[config.mk]
export PLATFORM = sky130hd
export DESIGN_NAME = queue_loader
export DESIGN_NICKNAME = d
export VERILOG_FILES = /design/src/rtl/queue_loader.sv
export SDC_FILE = /design/constraint.sdc
export NUM_CORES = 1
export LEC_CHECK = 0
export BUFFER_PORTS_ARGS = -buffer_cell sky130_fd_sc_hd__buf_2
export CAP_MARGIN = 20
export CORE_MARGIN = 2
export CORE_UTILIZATION = 35
export CTS_CLUSTER_SIZE = 25
export DETAILED_ROUTE_END_ITERATION = 10
export SLEW_MARGIN = 0
export SYNTH_ARGS = -nofsm -noshare
export SYNTH_HDL_FRONTEND = slang
export SYNTH_SLANG_ARGS = --single-unit
[constraint.sdc]
create_clock -name clk -period 4.3 [get_ports clk]
set_clock_uncertainty 0.15 [all_clocks]
set_input_delay 0.86 -clock clk [delete_from_list [all_inputs] [get_ports clk]]
set_output_delay 0.86 -clock clk [all_outputs]
set_load 0.02 [all_outputs]
[src/rtl/queue_loader.sv]
// rtl/queue_loader.sv - write-side controller for the calculator command byte queue
module queue_loader #(
  parameter int DEPTH = 5
) (
  input  logic       clk,
  input  logic       rst,
  input  logic [7:0] in_data,
  input  logic       in_valid,
  output logic       in_ready,
  input  logic       pop_en,
  input  logic       pop_two,
  output logic       pop_ok,
  output logic       extra_out,
  output logic [7:0] back,
  output logic [2:0] pos_back,
  output logic       wr_en,
  output logic [2:0] count,
  output logic       underflow
);

  localparam logic [2:0] DEPTH_W = 3'(DEPTH);

  logic [2:0] count_q;
  logic       hold_valid;
  logic [7:0] hold_data;
  logic       underflow_q;

  logic [2:0] need;
  logic       pop_ok_c;
  logic [2:0] pop_amt;
  logic [2:0] base;
  logic       commit;
  logic       ready_c;
  logic       accept;

  // Post-pop slot and commit decision; outputs are forced to zero while in reset.
  always_comb begin
    need      = pop_two ? 3'd2 : 3'd1;
    pop_ok_c  = pop_en && (count_q >= need);
    pop_amt   = pop_ok_c ? need : 3'd0;
    base      = count_q - pop_amt;
    commit    = hold_valid && (base < DEPTH_W);
    ready_c   = !rst && (!hold_valid || commit);
    accept    = in_valid && ready_c;

    in_ready  = ready_c;
    pop_ok    = !rst && pop_ok_c;
    extra_out = !rst && pop_ok_c && pop_two;
    wr_en     = !rst && commit;
    back      = (!rst && commit) ? hold_data : 8'd0;
    pos_back  = (!rst && commit) ? base : 3'd0;
    count     = rst ? 3'd0 : count_q;
    underflow = !rst && underflow_q;
  end

  // Occupancy mirror, one-deep skid holding register and sticky underflow flag.
  always_ff @(posedge clk) begin
    if (rst) begin
      count_q     <= 3'd0;
      hold_valid  <= 1'b0;
      hold_data   <= 8'd0;
      underflow_q <= 1'b0;
    end else begin
      count_q    <= base + {2'b00, commit};
      hold_valid <= accept || (hold_valid && !commit);
      if (accept) begin
        hold_data <= in_data;
      end
      if (pop_en && !pop_ok_c) begin
        underflow_q <= 1'b1;
      end
    end
  end

endmodule

==> qor.yml <==
wl_um: 1730
dr.pass1.iters: 4
p_seq_share_pct: 24.6
fin_nets: 150
crit_chain: "buf_2, inv_2, ha_4, nand2b_4, a211oi_2, nor3_1, ha_2, fa_2, nand2_2, a211oi_4, buf_6, and2_4, buf_6"
crit_path_frequent_cell: "buf_6"
die_h_um: 52.4
fillers: 217
stdcell_area_sq_um: 1230
yosysTopAreaCellShare_pct: 31.8
tightest_slew_ns: 0.444
dp.cells: 150
critical_path_depth: 13
min_path_cells: 2
synth_enable_flop_cells: 0
synth.largest_area_cell: "dfxtp_1"
final_antenna_net_count: 0
synthFlopType: "dfxtp_1"
num_vias: 729
crit_path_max_fanout: 5
track_usage_pct: 14.0
ir_worst_vdd_v: 0.000328
p_per_area_nw_per_um2: 564
core-area_sq_um: 2210
rsz0062_at_grt: "no"
initial_utilization_pct: 37.0
end_kind: "output pin"
netSwitchingFraction_pct: 41.2
io_buffers: 31
io_pins: 32
clockBufferDepth: 2
fin_hold_ws_ns: 0.321
cts_tree: "yes"
die_w_um: 52.4
htree_num_levels: 1
setup_violations: 0
finalCritPeriodShare_pct: 97.4
final_common_cell: "buf_2"
antenna_cells: 0
cts_sinks: 13
path_class: "input pin to output pin"
synth_cells: 89
drive_gt1_share_pct: 49.2
mostFrequentLayoutCells: "buf_2, nand2b_1, dfxtp_1"
power.internal_uw: 408
antenna_found_initial: 0
drc: 0
hpwlAfterDp_um: 1250
outcome: "finished clean"
grt_pass1_wl_um: 2880
grt_max_degree: 32
grt_remaining_overflow: 0
ff2ff_path_depth: 14
netlist_area_sq_um: 818
drv_slew: 0
synth-seq-area-share_pct: 31.8
wl_per_cell_um: 10.9
gp_congestion: 0.755
grt_pass1_vias: 697
relSlewSlack_pct: 69.6
hold_path.class: "flip-flop to flip-flop"
syn_area_per_cell_sq_um: 9.19
area_growth_pct: 50.6
synthDistinctLibCells: 23
max-cap-violations: 0
power.switching_uw: 286
final_core_util_pct: 55.7
cpMaxStageDelayCell: "fa_2"
synth_nets: 108
crit_buf_inv: 4
num_rows: 17
start_kind: "input pin"
period_minus_slack_ns: 4.19
synthArstFlopShare_pct: 0
clock-root-buffer: "clkbuf_4"
clkPwrFrac_pct: 10.9
path_clk_slew_ns: 0.08
finalHoldViolations: 0
drt-initial-drc-count: 9
synth_seq_cells: 13
die-area_sq_um: 2740
cp.required_ns: 3.29
ys_warn_count: 0
insertion_delay_ns: 0.27
routed_via_density: 4.61
critPathArrivalTime_ns: 3.18
clock.fmax_mhz: 239
crit_family: "adder cells"
slowest_delay_ns: 0.55
leakage_uw: 0.000582
synthTopCellsByArea: "dfxtp_1, nand2b_1, mux2i_1"
cts_buffers: 3
power_uw: 695
place_area_sq_um: 1060
power_frac_comb_pct: 64.5
fin_cells: 158
-- metal layers --
layer  track usage (%)  vias to the layer above  share of wire, %
met5                 0                        -                 0
met4              5.13                        0              0.93
met2              23.3                       20                48
met1              16.3                      330                45
met3              5.14                        2               6.1
li1                  -                      377                 -
-- state kept, by name, summed over array words and instances, names as in the netlist --
signal       flops
hold_data        8
hold_valid       1
underflow_q      1
count_q          3
-- kinds of logic after synthesis --
family	count (synthesis)	share of synthesized area (%)
simple gates	41	29.5
flops	13	31.8
buf+inv	11	5.05
compound gates	8	9.33
mux	8	9.79
fa+ha+maj	6	10.1
xor+xnor	2	4.43
-- worst paths after layout --
path / end / slack (ns) / start
max: back[2] / 0.11 / pop_two
min: hold_data[4] / 0.32 / hold_data[4]
max reg2reg: count_q[1] / 1.16 / count_q[0]
min reg2reg: hold_data[4] / 0.32 / hold_data[4]
-- cell type report --
type	count	area, sq um	share of cell area [%]
sequential	13	260	21.1
inverter	8	30.0	2.44
timing repair buffer	40	290	23.6
tap	28	35.0	2.84
clock buffer	4	26.3	2.13
multi-input combinational	65	591	47.9
-- repair_timing --
item                       in CTS  in global routing
gates cloned                    1                  0
buffers inserted                2                  1
pin swaps                       7                  6
hold buffers                    0                  0
resized for setup              30                  6
setup endpoints to repair       9                  9
-- Yosys cell counts (2+ instances only) --
master and n:
clkbuf_1 3, nand2b_1 17, mux2i_1 8, nor3_1 3, nor4_1 3, nor2b_1 4
dfxtp_1 13, a21oi_1 2, inv_1 8, and2_1 9, nor2_1 3, ha_1 5
-- per-stage QoR --
step / setup WS [ns] / setup TNS (ns)
final: 0.110 / 0
after global routing: 0.0300 / 0
after CTS: -0.00413 / -0.0116
after detailed placement: -0.0548 / -0.387
after global placement: 0.0188 / 0
after floorplan: -0.0146 / -0.132
-- power groups by stage --
stage | combinational, uW | sequential [uW] | clock [uW]
2_1_floorplan | 249 | 166 | 0
3_3_place_gp | 354 | 171 | 0
3_5_place_dp | 364 | 171 | 0
4_1_cts | 431 | 170 | 80.4
5_1_grt | 487 | 175 | 88.5
6_report | 448 | 171 | 75.6
-- tightest hold or removal path, delay by kind of cell, from the launching register on --
kind             cells  cell delay (ns)
multiplexers         1             0.06
flip-flops           1             0.31
AND/OR/NAND/NOR      1             0.06
Power figures use the tool's default switching activity.
